===== config.mk =====
export PLATFORM = sky130hd
export DESIGN_NAME = stopwatch_lap_ctrl_flat
export DESIGN_NICKNAME = d
export VERILOG_FILES = /design/src/rtl/stopwatch_lap_ctrl_pkg.sv /design/src/rtl/stopwatch_lap_ctrl_if.sv /design/src/rtl/stopwatch_lap_ctrl_key_pulse.sv /design/src/rtl/stopwatch_lap_ctrl.sv /design/src/flat_wrapper.sv
export SDC_FILE = /design/constraint.sdc
export NUM_CORES = 1
export LEC_CHECK = 0
export CELL_PAD_IN_SITES_DETAIL_PLACEMENT = 1
export CELL_PAD_IN_SITES_GLOBAL_PLACEMENT = 2
export CORE_ASPECT_RATIO = 1.2
export CORE_MARGIN = 8
export CORE_UTILIZATION = 47
export DETAILED_ROUTE_END_ITERATION = 10
export PLACE_DENSITY = 0.82
export SYNTH_ARGS = -nofsm -noshare
export SYNTH_HDL_FRONTEND = slang
export SYNTH_SLANG_ARGS = --single-unit

===== constraint.sdc =====
create_clock -name clk -period 8 [get_ports clk]
set_clock_uncertainty 0.05 [all_clocks]
set_input_delay 1.6 -clock clk [delete_from_list [all_inputs] [get_ports clk]]
set_output_delay 1.6 -clock clk [all_outputs]
set_load 0.01 [all_outputs]

===== src/rtl/stopwatch_lap_ctrl_pkg.sv =====
// Shared widths, FSM encoding and lap word layout for the stopwatch lap controller.
package stopwatch_lap_ctrl_pkg;

    localparam int MIN_W = 6;
    localparam int SEC_W = 6;
    localparam int MS_W  = 7;
    localparam int LAP_W = MIN_W + SEC_W + MS_W;

    typedef enum logic [1:0] {
        ST_IDLE   = 2'd0,
        ST_RUN    = 2'd1,
        ST_PAUSE  = 2'd2,
        ST_RECALL = 2'd3
    } state_e;

    typedef struct packed {
        logic [MIN_W-1:0] min;
        logic [SEC_W-1:0] sec;
        logic [MS_W-1:0]  ms_10;
    } lap_t;

    function automatic lap_t pack_lap(input logic [MIN_W-1:0] m,
                                      input logic [SEC_W-1:0] s,
                                      input logic [MS_W-1:0]  ms);
        lap_t l;
        l.min   = m;
        l.sec   = s;
        l.ms_10 = ms;
        return l;
    endfunction

endpackage


===== src/rtl/stopwatch_lap_ctrl_if.sv =====
// Bus between the lap controller and the counter/display datapath.
interface stopwatch_lap_ctrl_if;
    import stopwatch_lap_ctrl_pkg::*;

    // No valid/ready here: live time is a level sampled every clock, cnt_en is a level
    // and cnt_clr is a single-cycle strobe the counter must act on when it is seen high.
    logic [MIN_W-1:0] min_i;
    logic [SEC_W-1:0] sec_i;
    logic [MS_W-1:0]  ms_10_i;
    logic             cnt_en;
    logic             cnt_clr;
    logic [MIN_W-1:0] disp_min;
    logic [SEC_W-1:0] disp_sec;
    logic [MS_W-1:0]  disp_ms_10;

    modport master (
        input  min_i, sec_i, ms_10_i,
        output cnt_en, cnt_clr, disp_min, disp_sec, disp_ms_10
    );

    modport slave (
        output min_i, sec_i, ms_10_i,
        input  cnt_en, cnt_clr, disp_min, disp_sec, disp_ms_10
    );

endinterface


===== src/rtl/stopwatch_lap_ctrl_key_pulse.sv =====
// Raw button to one-clock press pulse: 2-FF synchroniser, debounce counter, rising-edge detect.
module stopwatch_lap_ctrl_key_pulse #(
    parameter int DEB_CYCLES = 2_000_000,
    localparam int DC_W = (DEB_CYCLES > 1) ? $clog2(DEB_CYCLES) : 1
) (
    input  logic clk,
    input  logic rst,
    input  logic btn,
    output logic pulse
);

    logic            sync1_q, sync1_d;
    logic            sync2_q, sync2_d;
    logic            stable_q, stable_d;
    logic            prev_q, prev_d;
    logic [DC_W-1:0] deb_q, deb_d;

    // The counter only advances while the synchronised level disagrees with the accepted
    // level; any agreement (a bounce back) restarts the qualification window.
    always_comb begin
        sync1_d  = btn;
        sync2_d  = sync1_q;
        prev_d   = stable_q;
        stable_d = stable_q;
        deb_d    = '0;
        if (sync2_q != stable_q) begin
            if (deb_q == DC_W'(DEB_CYCLES - 1)) begin
                stable_d = sync2_q;
            end else begin
                deb_d = deb_q + 1'b1;
            end
        end
    end

    always_ff @(posedge clk or negedge rst) begin
        if (!rst) begin
            sync1_q  <= 1'b0;
            sync2_q  <= 1'b0;
            stable_q <= 1'b0;
            prev_q   <= 1'b0;
            deb_q    <= '0;
        end else begin
            sync1_q  <= sync1_d;
            sync2_q  <= sync2_d;
            stable_q <= stable_d;
            prev_q   <= prev_d;
            deb_q    <= deb_d;
        end
    end

    assign pulse = stable_q & ~prev_q;

endmodule


===== src/rtl/stopwatch_lap_ctrl.sv =====
// Stopwatch control FSM: button handling, counter run/clear, lap capture and recall display.
module stopwatch_lap_ctrl
    import stopwatch_lap_ctrl_pkg::*;
#(
    parameter int DEB_CYCLES = 2_000_000,
    parameter int LAP_DEPTH  = 8,
    localparam int IDX_W = $clog2(LAP_DEPTH),
    localparam int CNT_W = IDX_W + 1
) (
    input  logic                    clk,
    input  logic                    rst,
    input  logic                    btn_ss,
    input  logic                    btn_rec,
    input  logic                    btn_rcl,
    stopwatch_lap_ctrl_if.master    bus,
    output logic [CNT_W-1:0]        lap_cnt,
    output logic [IDX_W-1:0]        lap_idx,
    output logic                    lap_full,
    output logic [1:0]              state_o
);

    logic ss_p, rec_p, rcl_p;
    logic act_ss, act_rec, act_rcl;

    stopwatch_lap_ctrl_key_pulse #(.DEB_CYCLES(DEB_CYCLES)) u_kp_ss (
        .clk(clk), .rst(rst), .btn(btn_ss), .pulse(ss_p)
    );
    stopwatch_lap_ctrl_key_pulse #(.DEB_CYCLES(DEB_CYCLES)) u_kp_rec (
        .clk(clk), .rst(rst), .btn(btn_rec), .pulse(rec_p)
    );
    stopwatch_lap_ctrl_key_pulse #(.DEB_CYCLES(DEB_CYCLES)) u_kp_rcl (
        .clk(clk), .rst(rst), .btn(btn_rcl), .pulse(rcl_p)
    );

    // Start/stop outranks record, which outranks recall; losers are simply dropped.
    assign act_ss  = ss_p;
    assign act_rec = rec_p & ~ss_p;
    assign act_rcl = rcl_p & ~ss_p & ~rec_p;

    state_e           state_q, state_d;
    state_e           ret_q, ret_d;
    logic [CNT_W-1:0] lap_cnt_q, lap_cnt_d;
    logic [IDX_W-1:0] lap_idx_q, lap_idx_d;
    logic             cnt_en_q, cnt_en_d;
    logic             cnt_clr_q, cnt_clr_d;
    lap_t             disp_q, disp_d;

    logic             wr_en;
    logic [IDX_W-1:0] wr_addr;
    lap_t             live_lap;
    lap_t             mem_q [LAP_DEPTH];
    logic             have_laps;
    logic             idx_last;

    assign live_lap  = pack_lap(bus.min_i, bus.sec_i, bus.ms_10_i);
    assign lap_full  = (lap_cnt_q == CNT_W'(LAP_DEPTH));
    assign have_laps = (lap_cnt_q != '0);
    assign idx_last  = (lap_idx_q == IDX_W'(lap_cnt_q - 1'b1));

    always_comb begin
        state_d   = state_q;
        ret_d     = ret_q;
        lap_cnt_d = lap_cnt_q;
        lap_idx_d = lap_idx_q;
        cnt_clr_d = 1'b0;
        wr_en     = 1'b0;
        wr_addr   = lap_cnt_q[IDX_W-1:0];
        unique case (state_q)
            ST_IDLE: begin
                if (act_ss) begin
                    state_d = ST_RUN;
                end else if (act_rcl && have_laps) begin
                    state_d   = ST_RECALL;
                    lap_idx_d = '0;
                    ret_d     = ST_IDLE;
                end
            end
            ST_RUN: begin
                if (act_ss) begin
                    state_d = ST_PAUSE;
                end else if (act_rec && !lap_full) begin
                    wr_en     = 1'b1;
                    lap_cnt_d = lap_cnt_q + 1'b1;
                end
            end
            ST_PAUSE: begin
                if (act_ss) begin
                    state_d = ST_RUN;
                end else if (act_rec) begin
                    state_d   = ST_IDLE;
                    cnt_clr_d = 1'b1;
                    lap_cnt_d = '0;
                    lap_idx_d = '0;
                end else if (act_rcl && have_laps) begin
                    state_d   = ST_RECALL;
                    lap_idx_d = '0;
                    ret_d     = ST_PAUSE;
                end
            end
            ST_RECALL: begin
                if (act_ss || act_rec) begin
                    state_d = ret_q;
                end else if (act_rcl && have_laps) begin
                    lap_idx_d = idx_last ? '0 : lap_idx_q + 1'b1;
                end
            end
            default: state_d = ST_IDLE;
        endcase
        cnt_en_d = (state_d == ST_RUN);
    end

    // Display lags the selection by one clock; recall reads the lap register array directly.
    always_comb begin
        disp_d = live_lap;
        if (state_q == ST_RECALL) begin
            disp_d = mem_q[lap_idx_q];
        end
    end

    always_ff @(posedge clk or negedge rst) begin
        if (!rst) begin
            state_q   <= ST_IDLE;
            ret_q     <= ST_IDLE;
            lap_cnt_q <= '0;
            lap_idx_q <= '0;
            cnt_en_q  <= 1'b0;
            cnt_clr_q <= 1'b0;
            disp_q    <= '0;
        end else begin
            state_q   <= state_d;
            ret_q     <= ret_d;
            lap_cnt_q <= lap_cnt_d;
            lap_idx_q <= lap_idx_d;
            cnt_en_q  <= cnt_en_d;
            cnt_clr_q <= cnt_clr_d;
            disp_q    <= disp_d;
        end
    end

    // Lap contents are meaningless after reset because lap_cnt gates every read.
    always_ff @(posedge clk) begin
        if (wr_en) begin
            mem_q[wr_addr] <= live_lap;
        end
    end

    assign bus.cnt_en     = cnt_en_q;
    assign bus.cnt_clr    = cnt_clr_q;
    assign bus.disp_min   = disp_q.min;
    assign bus.disp_sec   = disp_q.sec;
    assign bus.disp_ms_10 = disp_q.ms_10;
    assign lap_cnt        = lap_cnt_q;
    assign lap_idx        = lap_idx_q;
    assign state_o        = state_q;

endmodule


===== src/flat_wrapper.sv =====
// flat-port wrapper written by rule: the top's interface ports become plain ports
module stopwatch_lap_ctrl_flat import stopwatch_lap_ctrl_pkg::*;
#(
    parameter int DEB_CYCLES = 2_000_000,
    parameter int LAP_DEPTH  = 8,
    localparam int IDX_W = $clog2(LAP_DEPTH),
    localparam int CNT_W = IDX_W + 1
)
  (clk, rst, btn_ss, btn_rec, btn_rcl, lap_cnt, lap_idx, lap_full, state_o, bus_min_i, bus_sec_i, bus_ms_10_i, bus_cnt_en, bus_cnt_clr, bus_disp_min, bus_disp_sec, bus_disp_ms_10);
  stopwatch_lap_ctrl_if bus_i ();
  input  logic clk;
  input  logic rst;
  input  logic btn_ss;
  input  logic btn_rec;
  input  logic btn_rcl;
  output logic [CNT_W-1:0] lap_cnt;
  output logic [IDX_W-1:0] lap_idx;
  output logic lap_full;
  output logic [1:0] state_o;
  input wire logic [$bits(bus_i.min_i)-1:0] bus_min_i;
  input wire logic [$bits(bus_i.sec_i)-1:0] bus_sec_i;
  input wire logic [$bits(bus_i.ms_10_i)-1:0] bus_ms_10_i;
  output wire logic [$bits(bus_i.cnt_en)-1:0] bus_cnt_en;
  output wire logic [$bits(bus_i.cnt_clr)-1:0] bus_cnt_clr;
  output wire logic [$bits(bus_i.disp_min)-1:0] bus_disp_min;
  output wire logic [$bits(bus_i.disp_sec)-1:0] bus_disp_sec;
  output wire logic [$bits(bus_i.disp_ms_10)-1:0] bus_disp_ms_10;
  assign bus_i.min_i = bus_min_i;
  assign bus_i.sec_i = bus_sec_i;
  assign bus_i.ms_10_i = bus_ms_10_i;
  assign bus_cnt_en = bus_i.cnt_en;
  assign bus_cnt_clr = bus_i.cnt_clr;
  assign bus_disp_min = bus_i.disp_min;
  assign bus_disp_sec = bus_i.disp_sec;
  assign bus_disp_ms_10 = bus_i.disp_ms_10;
  stopwatch_lap_ctrl #(.DEB_CYCLES(DEB_CYCLES), .LAP_DEPTH(LAP_DEPTH)) u_core (.clk(clk), .rst(rst), .btn_ss(btn_ss), .btn_rec(btn_rec), .btn_rcl(btn_rcl), .bus(bus_i), .lap_cnt(lap_cnt), .lap_idx(lap_idx), .lap_full(lap_full), .state_o(state_o));
endmodule

* Word-level counts from Yosys, hierarchy flattened
Memories as Yosys holds them, arrays and structs flattened.
Index checks and enable logic that the tools add are counted.
** Storage, ports and cells
- ROM bits :: 0
- Register bits :: 107
- Bits in latches :: 0
- Bits in writable memories :: 152
- Memories kept :: 1
- Output and inout bits :: 31
** Operators by class
- Add/sub/neg operators :: 6
- Bitwise logic cells :: 11
- Shift operators :: 0
- Reduce and logical (&&, ||, !) cells :: 15
- Muxes and demuxes :: 41
- $lt $le $gt $ge :: 0
- Divide/modulo/power cells :: 0
- Eq/ne operators :: 22
- Multipliers :: 0
** Memory list
- u_core.mem_q :: depth 8, width 19, read ports 1, clocked after memory_dff 0, wr ports 1, RTL line stopwatch_lap_ctrl.sv:51 : lap_t mem_q [LAP_DEPTH];
** Operators by type and width (number)
- two-way mux 21 bit :: 6
- adder 21 x 1 -> 21 bit (second input constant) :: 3
- equality test 21 bit (second input constant) :: 3
- two-way mux 2 bit :: 11
- two-way mux 3 bit :: 7
- two-way mux 19 bit :: 1
- two-way mux 4 bit :: 4
- inequality test 2 x 1 -> 1 bit (second input constant) :: 5
- inequality test 2 bit (second input constant) :: 5
- AND reduction 5 bit :: 2
- case mux 3 bit (3 select lines) :: 1
- two-way mux 1 bit :: 8
- case mux 2 bit (4 select lines) :: 1
- case mux 4 bit (2 select lines) :: 1
- bitwise AND 1 bit :: 6
- AND reduction 2 bit :: 3
- AND reduction 6 bit :: 1
- NOT 1 bit :: 5
- adder 4 x 1 -> 4 bit (second input constant) :: 1
- equality test 2 x 1 -> 1 bit (second input constant) :: 2
- equality test 2 bit (second input constant) :: 2
- equality test 4 bit (second input constant) :: 1
- case mux 2 bit (2 select lines) :: 1
- nonzero test 2 bit :: 2
- other kinds (10) :: 13

* Longest topological paths before layout
Gate-level depths: netlist of the first run.
- Word-level depth :: 11
- Gate-level depth with buffers :: 7

* Modules after synthesis
From an unflattened synthesis of the first run, not the netlist that was laid out.
** Unflattened totals
- Cell total of the unflattened synthesis :: 726
- Area total of the unflattened synthesis :: 10789.1 sq um
** By module, submodules not included
- stopwatch_lap_ctrl :: area each 7103.1 sq um, times used 1, cells each 363
- stopwatch_lap_ctrl_key_pulse :: area each 1228.7 sq um, times used 3, cells each 121

* Worst setup path before layout of the first run
No wires, ideal clock.
- Path kind :: flip-flop to flip-flop
- Start point :: register u_core.lap_cnt_q[0], in the netlist u_core.lap_cnt[0]
- End point :: memory u_core.mem_q[0][0] (netlist bit), enable pin
- Data arrival time :: 3.132 ns
- Period minus slack after synthesis :: 3.601 ns
- Stages on the path, launching flop included :: 8
- Path slack :: 4.399 ns
- Cell sequence :: dfrtp_1 > clkbuf_1 > inv_1 > ha_1 > and3b_1 > nand4bb_1 > or2_2 > nor3_1
** On the way
- Longest elaborated chain between the ends :: 8
** RTL lines
- from (decl) :: RTL line stopwatch_lap_ctrl.sv:42 : logic [CNT_W-1:0] lap_cnt_q, lap_cnt_d;
- from (signal assigned) :: RTL line stopwatch_lap_ctrl.sv:132 : lap_cnt_q <= lap_cnt_d;
- equality test 4 bit :: RTL line stopwatch_lap_ctrl.sv:56 : assign lap_full = (lap_cnt_q == CNT_W'(LAP_DEPTH));
- net lap_full :: RTL line flat_wrapper.sv:18 : output logic lap_full;
- zero test 1 bit :: RTL line stopwatch_lap_ctrl.sv:81 : end else if (act_rec && !lap_full) begin
- logical AND 1 bit :: RTL line stopwatch_lap_ctrl.sv:81
- two-way mux 1 bit :: RTL line stopwatch_lap_ctrl.sv:81
- two-way mux 1 bit :: RTL line stopwatch_lap_ctrl.sv:79 : if (act_ss) begin
- two-way mux 1 bit :: RTL line stopwatch_lap_ctrl.sv:68 : unique case (state_q)
- two-way mux 1 bit :: RTL line stopwatch_lap_ctrl.sv:142 : if (wr_en) begin
- two-way mux 1 bit (implied by the code) :: RTL line stopwatch_lap_ctrl.sv:143 : mem_q[wr_addr] <= live_lap;
- to (decl) :: RTL line stopwatch_lap_ctrl.sv:51
The timed path passes the listed nets, and every way through them passes these cells.

* Worst setup path in the final report of the first run
- Start point :: register u_core.lap_cnt_q[0], in the netlist u_core.lap_cnt[0]
- End point :: output port lap_full
** On the way
- Longest elaborated chain between the ends :: 1
** RTL lines (RTL line)
- equality test 4 bit :: stopwatch_lap_ctrl.sv:56
- to (decl) :: flat_wrapper.sv:18
No other way between the ends.

==> results of run 1 <==
[cell usage in the layout (no fill, tap or decap), types with 3 or more instances in the layout]
master / instances
nor2_2: 6
a21oi_1: 43
buf_4: 13
clkinv_1: 5
or3_1: 13
nor3b_1: 3
nand2_1: 24
mux4_2: 38
clkbuf_16: 27
o21ai_0: 17
xor2_1: 23
ha_1: 6
inv_1: 16
clkbuf_1: 3
xnor2_1: 24
nor4_1: 8
nand3_1: 20
or4_1: 9
and2_1: 3
mux2i_1: 19
nor3_1: 6
nor2b_1: 3
o31ai_1: 6
clkdlybuf4s50_1: 53
nand4_1: 16
nor2_1: 71
clkinv_2: 5
dfrtp_1: 104
and4_1: 10
bufinv_16: 5
mux2_2: 6
nor4bb_1: 3
edfxtp_1: 152
[final timing paths]
kind,depth (start not counted),slack (ns),to
min in group asynchronous,1,1.03,u_core.bus.disp_sec[1]$_DFF_PN0_
max in group asynchronous,2,5.51,u_core.lap_idx[1]$_DFFE_PN0P_
worst min register to register,0,0.29,u_core.u_kp_ss.sync2_q$_DFF_PN0_
worst max register to register,6,4.65,u_core.mem_q[1][5]$_DFFE_PP_
worst min-delay path,0,0.29,u_core.u_kp_ss.sync2_q$_DFF_PN0_
worst max-delay path,4,4.10,lap_full
[area by class of cell]
cell class | instances | area (µm²) | area share
clock buffers | 30 | 687 | 0.0557
clock inverters | 18 | 218 | 0.0177
inverters | 16 | 60.1 | 0.00487
multi-input cells | 402 | 3170 | 0.257
flip-flops and latches | 258 | 7220 | 0.585
well taps | 279 | 349 | 0.0283
repair buffers | 66 | 628 | 0.0509
[per-layer routing]
metal	vias to the layer above	global-route usage
met3	29	0.0317
met2	105	0.316
met4	0	0.0432
met1	3204	0.208
met5	-	0
li1	2784	-
[registers in the layout, summed over array words and instances, names as in the netlist, 2 cells and up]
signal and count:
u_core.bus.disp_min 6, u_core.bus.disp_ms_10 7, u_core.bus.disp_sec 6, u_core.lap_cnt 4, u_core.lap_idx 3, u_core.mem_q 152, u_core.state_o 2, u_core.u_kp_rcl.deb_q 21
u_core.u_kp_rec.deb_q 21, u_core.u_kp_ss.deb_q 21
[power by group through the flow]
stage               sequential (mW)  combinational, mW  clock (mW)
floorplan                      1.46             0.0158           0
global placement               1.45             0.0642           0
detailed placement             1.46             0.0681           0
CTS                            1.43             0.0687        1.31
global route                   1.43             0.0752        1.35
finish                         1.43             0.0665        1.29
[kinds of logic after synthesis]
kind of cell / Yosys count / share of synthesized area
DFF: 258 / 0.686
AOI/OAI and AO/OA: 74 / 0.0402
and+or+nand+nor: 212 / 0.107
muxes: 63 / 0.106
xor gates and xnor gates: 47 / 0.0391
buffers and inverters: 40 / 0.0156
adders and majority gates: 6 / 0.00713
==> flow_metrics.py, run 1 <==
metrics = {
    "synthesis": {
        "yosysTopAreaCell": "edfxtp_1",
        "synth_edf_count": 152,
        "ys_types": 46,
        "synth_area_mm2": 0.0105,
        "ys_ff_latch": 258,
        "syn_inst": 700,
        "avgSynthCellArea_um2": 15.0,
        "synthMostInstantiatedCell": "edfxtp_1",
        "synth_top_flop_cell": "edfxtp_1",
        "synthArstFlopShare": 0.411,
        "ys_top_cells_by_count": "edfxtp_1 (152), dfrtp_1 (106), nor2_1 (77), a21oi_1 (43), mux4_2 (38)",
        "synth_top_cell_area_share": 0.434,
        "yosysSeqAreaShare": 0.686,
        "synthTopCellsByArea": "edfxtp_1 (43%), dfrtp_1 (25%), mux4_2 (8.1%)",
        "ys.warnings.count": 0,
        "synth_fp_nets": 730,
    },
    "route": {
        "met2_length_mm": 12.4,
        "met1_length_mm": 9.57,
        "drt_iter0_markers": 277,
        "highest_layer": "met4",
        "finalWirelength_mm": 23.4,
        "num_vias": 6122,
        "viasPerCell": 5.73,
        "drt-wirelength-per-cell_um": 21.9,
        "final_antenna_net_count": 0,
        "post-route-drc-count": 0,
        "routed-wl-met3_mm": 1.03,
        "firstDrtPassIters": 6,
    },
    "timing": {
        "whs_ns": 0.294,
        "finalSetupViolCount": 0,
        "fmaxAchievable_ghz": 0.256,
        "hold_viol": 0,
        "maxSlewHeadroom": 0.214,
        "slew_viol_final": 0,
        "finalWorstSetupSlack_ns": 4.10,
        "fin_crit_sh": 0.488,
        "rsz0062_at_grt": "false",
        "max_slew.worst_pin.slew_ns": 1.18,
        "fin_crit_ns": 3.90,
        "fin_tns_setup_ns": 0,
    },
    "cells_and_area": {
        "layout-area-overhead-vs-synth_pct": 17.2,
        "final_cell_area_mm2": 0.0123,
        "stdcell_count": 1069,
        "finish.utilization": 0.555,
        "nets": 800,
        "final_layout_size_suffix_gt1_frac": 0.141,
        "diodes": 0,
        "n_fill_cell": 2128,
    },
    "setup_path": {
        "max_stage_delay_ns": 0.57,
        "required_ns": 6.35,
        "critPathSlowestCell": "clkdlybuf4s50_1",
        "worstPathArrival_ns": 2.25,
        "critPathLaunchType": "register",
        "worst_path_dominant_cell_family": "buffers and inverters",
        "cp-end-kind": "output port",
        "path_cells": "inv_1 > ha_1 > and3b_1 > clkdlybuf4s50_1",
        "rr_startpoint": "u_core.lap_cnt[0]$_DFFE_PN0P_",
        "cp-startpoint": "u_core.lap_cnt[0]$_DFFE_PN0P_",
        "critPathBufInv": 2,
        "crit_fanout": 10,
        "setup.worst_path.class": "reg2out",
    },
    "floorplanning": {
        "coreArea_mm2": 0.0222,
        "die-area_mm2": 0.0275,
        "rows": 60,
        "fp.dieH_um": 180,
        "floorplan.initialDensity": 0.474,
        "die_x_um": 153,
        "ioPinCount": 55,
    },
    "global_routing": {
        "grt_overflow": 0,
        "grt_pass1_wl_mm": 38.2,
        "grt_pass1_vias": 6953,
        "grt_start_max_net_pins": 68,
        "antenna_found_initial": 0,
        "grt_usage": 0.173,
    },
    "placement": {
        "io_buffer_count": 54,
        "dp_hpwl_mm": 14.4,
        "dp_cells": 1021,
        "gp_congestion": 0.735,
        "dpl_cell_area_mm2": 0.0114,
        "dp_slack_ns": 4.70,
    },
    "clock_network": {
        "clockBufferDepth": 3,
        "clkTransAtPathRegs_ns": 0.07,
        "cts_tree": "yes",
        "cts_made_buffers": 26,
        "cts.sinks": 258,
        "cts_hold_buf": 0,
        "clock_latency_ns": 0.53,
        "post-cts-setup-buffers": 0,
        "post_cts_resized": 0,
        "htreeDepth": 1,
        "root_buffer": "clkbuf_16",
    },
    "worst_hold_path": {
        "worstHoldStart": "u_core.u_kp_ss.sync1_q$_DFF_PN0_",
        "min_path_type": "reg2reg",
    },
    "power": {
        "power_mw": 2.78,
        "sequentialPowerShare": 0.513,
        "p_sw_frac": 0.201,
        "ir_drop_mv": 0.137,
        "clock_power_share": 0.463,
        "p_per_area_mw_per_mm2": 226,
        "p_comb_frac": 0.024,
        "p_int_mw": 2.22,
        "p_sw_uw": 558,
        "p_leak_nw": 4.31,
    },
    "run_status": {
        "outcome": "finished, final reports clean",
    },
    "run": {
        "cap_violations": 0,
    },
}
(Power assumes the default switching activity.)
==> run 2, diff against run 1 <==
- CORE_UTILIZATION: 47 -> 39
- PLACE_DENSITY: 0.82 -> 0.73
- clock period: 8 -> 3.4 ns (I/O delays scaled with it)
==> run 2 against run 1 <==
- worst setup slack got worse by 3.6 ns
- final cell count rose by 6.5%
- largest power group unchanged
- flip-flop and latch count unchanged
- power is 130% higher
- clock power up 110%
- largest cell class unchanged
- sequential power is 130% higher
- cell area is 0.59% higher
- clock-buffer cell count rose by 15
- worst hold slack worse by 0.048 ns
- first-iteration DRC count increased by 30%
- highest routed layer unchanged
==> flow_metrics.py, run 2 (synthesis results as in run 1) <==
metrics = {
    "run_status": {
        "outcome": "finished, final reports clean",
    },
    "setup_path": {
        "rr_startpoint": "u_core.lap_cnt[0]$_DFFE_PN0P_",
        "cp-startpoint": "u_core.lap_cnt[0]$_DFFE_PN0P_",
        "setup.worst_path.class": "reg2out",
        "cp-end-kind": "output port",
        "worstPathArrival_ns": 2.14,
        "crit_fanout": 10,
        "critPathLaunchType": "register",
        "required_ns": 2.67,
    },
    "power": {
        "p_leak_nw": 4.32,
        "power_mw": 6.28,
        "p_per_area_mw_per_mm2": 506,
        "ir_drop_mv": 0.310,
    },
    "clock_network": {
        "clockBufferDepth": 3,
        "cts_tree": "yes",
        "cts_hold_buf": 0,
        "cts.sinks": 258,
        "cts_made_buffers": 27,
        "clkTransAtPathRegs_ns": 0.06,
        "post_cts_resized": 0,
        "post-cts-setup-buffers": 0,
        "htreeDepth": 1,
        "root_buffer": "clkbuf_16",
        "clock_latency_ns": 0.52,
    },
    "placement": {
        "dp_hpwl_mm": 14.9,
        "io_buffer_count": 54,
        "dp_slack_ns": 0.720,
        "gp_congestion": 0.709,
    },
    "cells_and_area": {
        "largest_register_ffs": 152,
        "final_cell_mix": "edfxtp_1 (152), dfrtp_1 (104), nor2_1 (71)",
        "final_layout_size_suffix_gt1_frac": 0.140,
        "nets": 809,
        "top_register": "u_core.mem_q",
        "mostFrequentLayoutCell": "edfxtp_1",
        "layout-area-overhead-vs-synth_pct": 17.8,
        "finish.utilization": 0.462,
        "diodes": 0,
    },
    "global_routing": {
        "grt_pass1_vias": 6887,
        "grt_overflow": 0,
        "grtUsageMet1": 0.176,
        "use_met3": 0.0326,
        "grt_usage": 0.145,
        "grt_pass1_wl_mm": 38.3,
        "grt.busiest_layer": "met2",
        "antenna_found_initial": 0,
        "grt_start_max_net_pins": 62,
        "use_met2": 0.259,
    },
    "route": {
        "num_vias": 6103,
        "firstDrtPassIters": 4,
        "post-route-drc-count": 0,
        "drt_iter0_markers": 361,
        "finalWirelength_mm": 23.2,
        "drt-wirelength-per-cell_um": 20.4,
        "final_antenna_net_count": 0,
        "viasPerCell": 5.36,
    },
    "floorplanning": {
        "coreArea_mm2": 0.0268,
        "fp.dieH_um": 196,
        "die-area_mm2": 0.0325,
        "floorplan.initialDensity": 0.392,
        "rows": 66,
        "die_x_um": 166,
        "ioPinCount": 55,
    },
    "timing": {
        "rsz0062_at_grt": "false",
        "fin_tns_setup_ns": 0,
        "maxSlewHeadroom": 0.378,
        "fmaxAchievable_ghz": 0.348,
        "whs_ns": 0.246,
        "finalWorstSetupSlack_ns": 0.528,
        "fin_crit_ns": 2.87,
        "slew_viol_final": 0,
        "max_slew.worst_pin.slew_ns": 0.932,
        "finalSetupViolCount": 0,
        "hold_viol": 0,
        "fin_crit_sh": 0.845,
    },
    "run": {
        "cap_violations": 0,
    },
    "worst_hold_path": {
        "min_path_type": "in2async",
    },
}
[run 2: layout make-up]
class                   count  area, µm²
clock inverters             4       45.0
well taps                 340        425
multi-input cells         402       3170
repair buffers             74        701
clock buffers              45        783
flip-flops and latches    258       7220
fillers                  2640      14400
inverters                  16       60.1
[run 2: critical path, cell delays in order (launching register included)]
cell,delay (ns)
dfrtp_1,0.54
inv_1,0.11
ha_1,0.26
and3b_1,0.21
clkdlybuf4s50_1,0.51
[run 2: power breakdown]
| group | switching [mW] | internal, mW |
|---|---|---|
| clock network | 1.13 | 1.63 |
| registers | 0.0144 | 3.35 |
| logic | 0.0943 | 0.0630 |
| total | 1.24 | 5.04 |
[run 2: final timing paths]
kind / end / slack [ns] / depth (start not counted)
worst min-delay path: u_core.bus.disp_min[1]$_DFF_PN0_ / 0.25 / 1
max in group asynchronous: u_core.u_kp_ss.deb_q[10]$_DFF_PN0_ / 2.28 / 2
min in group clk: u_core.u_kp_ss.sync2_q$_DFF_PN0_ / 0.30 / 0
worst max-delay path: lap_full / 0.53 / 4
worst max register to register: u_core.mem_q[0][0]$_DFFE_PP_ / 0.70 / 7
worst min register to register: u_core.u_kp_ss.sync2_q$_DFF_PN0_ / 0.30 / 0
[run 2: stage by stage]
step / instances / cell area, µm²
3_3_place_gp: 1090 / 11600
4_1_cts: 1139 / 12400
5_1_grt: 1139 / 12400
6_report: 1139 / 12400
3_5_place_dp: 1090 / 11600
2_1_floorplan: 700 / 10500
[run 2: per-layer routing]
layer | vias to the layer above | share of wire
met5 | - | 0
met4 | 0 | 0.015
met3 | 25 | 0.055
met2 | 104 | 0.52
met1 | 3176 | 0.41
li1 | 2798 | -
==> run 3, diff against run 2 <==
- clock period: 3.4 -> 2.45 ns (I/O delays scaled with it)
==> run 3 against run 2 <==
- register-to-register slack worse by 0.50 ns
- critical path type unchanged
- flip-flop and latch count unchanged
- first-iteration DRC count down 20%
- core utilization up 1.1 points
- largest power group unchanged
- power up 42%
- clock power up 46%
- combinational power up 45%
- final cell count up 0.97%
- die area unchanged
==> flow_metrics.py, run 3 (synthesis results as in run 1) <==
metrics = {
    "cells_and_area": {
        "diodes": 0,
        "stdcell_count": 1150,
        "top_register": "u_core.mem_q",
        "mostFrequentLayoutCell": "edfxtp_1",
        "final_layout_size_suffix_gt1_frac": 0.158,
        "final_cell_mix": "edfxtp_1 (152), dfrtp_1 (102), nor2_1 (71)",
        "layout-area-overhead-vs-synth_pct": 20.6,
        "nets": 818,
        "largest_register_ffs": 152,
    },
    "setup_path": {
        "setup.worst_path.class": "reg2out",
        "critPathSlowestCell": "clkdlybuf4s50_1",
        "worstPathArrival_ns": 1.82,
        "max_stage_delay_ns": 0.66,
        "critPathLaunchType": "register",
        "rr_startpoint": "u_core.u_kp_ss.deb_q[16]$_DFF_PN0_",
        "crit_fanout": 17,
        "path_cells": "clkdlybuf4s50_1",
        "critPathBufInv": 1,
        "cp-startpoint": "u_core.lap_idx[1]$_DFFE_PN0P_",
        "cp-end-kind": "output port",
        "required_ns": 1.91,
        "worst_path_dominant_cell_family": "buffers and inverters",
    },
    "timing": {
        "fin_crit_ns": 2.36,
        "slew_viol_final": 0,
        "hold_viol": 0,
        "fin_crit_sh": 0.962,
        "fmaxAchievable_ghz": 0.424,
        "whs_ns": 0.284,
        "fin_tns_setup_ns": 0,
        "rsz0062_at_grt": "false",
        "finalSetupViolCount": 0,
        "max_slew.worst_pin.slew_ns": 0.598,
        "maxSlewHeadroom": 0.597,
    },
    "clock_network": {
        "clkTransAtPathRegs_ns": 0.06,
        "htreeDepth": 1,
        "clockBufferDepth": 3,
        "cts_made_buffers": 28,
        "cts_tree": "yes",
        "cts.sinks": 258,
        "root_buffer": "clkbuf_16",
        "clock_latency_ns": 0.55,
    },
    "global_routing": {
        "grt_usage": 0.144,
        "grt_pass1_wl_mm": 37.8,
        "grt_pass1_vias": 6889,
        "grt_overflow": 0,
        "grt_start_max_net_pins": 42,
        "antenna_found_initial": 0,
    },
    "worst_hold_path": {
        "worstHoldStart": "u_core.u_kp_rec.sync1_q$_DFF_PN0_",
        "min_path_type": "reg2reg",
    },
    "run": {
        "cap_violations": 0,
    },
    "power": {
        "ir_drop_mv": 0.472,
        "p_per_area_mw_per_mm2": 702,
        "p_leak_nw": 4.40,
        "power_mw": 8.91,
    },
    "route": {
        "firstDrtPassIters": 4,
        "drt-wirelength-per-cell_um": 20.1,
        "final_antenna_net_count": 0,
        "drt_iter0_markers": 288,
        "finalWirelength_mm": 23.2,
        "post-route-drc-count": 0,
        "viasPerCell": 5.38,
        "num_vias": 6190,
    },
    "floorplanning": {
        "ioPinCount": 55,
        "floorplan.initialDensity": 0.392,
        "rows": 66,
        "die-area_mm2": 0.0325,
        "fp.dieH_um": 196,
        "coreArea_mm2": 0.0268,
        "die_x_um": 166,
    },
    "placement": {
        "dp_cells": 1097,
        "gp_congestion": 0.782,
        "io_buffer_count": 54,
        "dp_hpwl_mm": 15.0,
    },
    "run_status": {
        "outcome": "finished, final reports clean",
    },
}
## run 3: cell count changes in the layout (fill, tap and decap cells not counted), sizes merged
cell / delta
buf: +7
bufinv: +1
clkbuf: -2
clkdlybuf4s50: -1
clkinv: +4
clkinvlp: -1
dlygate4sd2: +1
dlygate4sd3: +1
inv: +1
## run 3: final cells by class
cell class | count | area, µm²
clock inverter | 9 | 109
fill | 2606 | 14100
multi-input combinational | 402 | 3230
timing repair buffer | 82 | 875
inverter | 16 | 62.6
tap | 340 | 425
sequential | 258 | 7220
clock buffer | 43 | 767
## run 3: worst paths after layout
kind	end	slack, ns	depth (start not counted)
setup / recovery	lap_idx[1]	0.09	1
hold / removal	u_core.u_kp_rec.sync2_q$_DFF_PN0_	0.28	0
setup reg to reg	u_core.u_kp_ss.deb_q[12]$_DFF_PN0_	0.20	5
hold reg to reg	u_core.u_kp_rec.sync2_q$_DFF_PN0_	0.28	0
max in group asynchronous	u_core.u_kp_ss.deb_q[13]$_DFF_PN0_	1.32	3
min in group asynchronous	u_core.bus.disp_min[4]$_DFF_PN0_	0.36	2
## run 3: layer usage
layer / part of all wire / vias up / track usage / wire (µm)
met1: 0.43 / 3227 / 0.180 / 9920
met5: 0 / - / 0 / 0
met4: 0.018 / 0 / 0.0401 / 413
met3: 0.038 / 32 / 0.0237 / 875
met2: 0.52 / 105 / 0.255 / 12000
li1: - / 2826 / - / -
## run 3: power by group
group | switching, mW | internal (mW)
Sequential | 0.0204 | 4.64
Combinational | 0.134 | 0.0929
Clock | 1.65 | 2.37
## run 3: timing repair
item,4_1_cts,5_1_grt
gates resized for setup,2,0
hold endpoints to repair,18,0
buffers inserted,0,0
hold buffers,1,0
setup endpoints to repair,2,0
## run 3: per-stage QoR
| stage | setup slack, ns | util | instance area [µm²] |
|---|---|---|---|
| after CTS | 0.0251 | 0.473 | 12700 |
| after detailed placement | 0.207 | 0.440 | 11800 |
| after global placement | 0.215 | 0.440 | 11800 |
| after floorplan | -0.0782 | - | 10600 |
| final | 0.0922 | 0.473 | 12700 |
| after global routing | 0.0319 | 0.473 | 12700 |
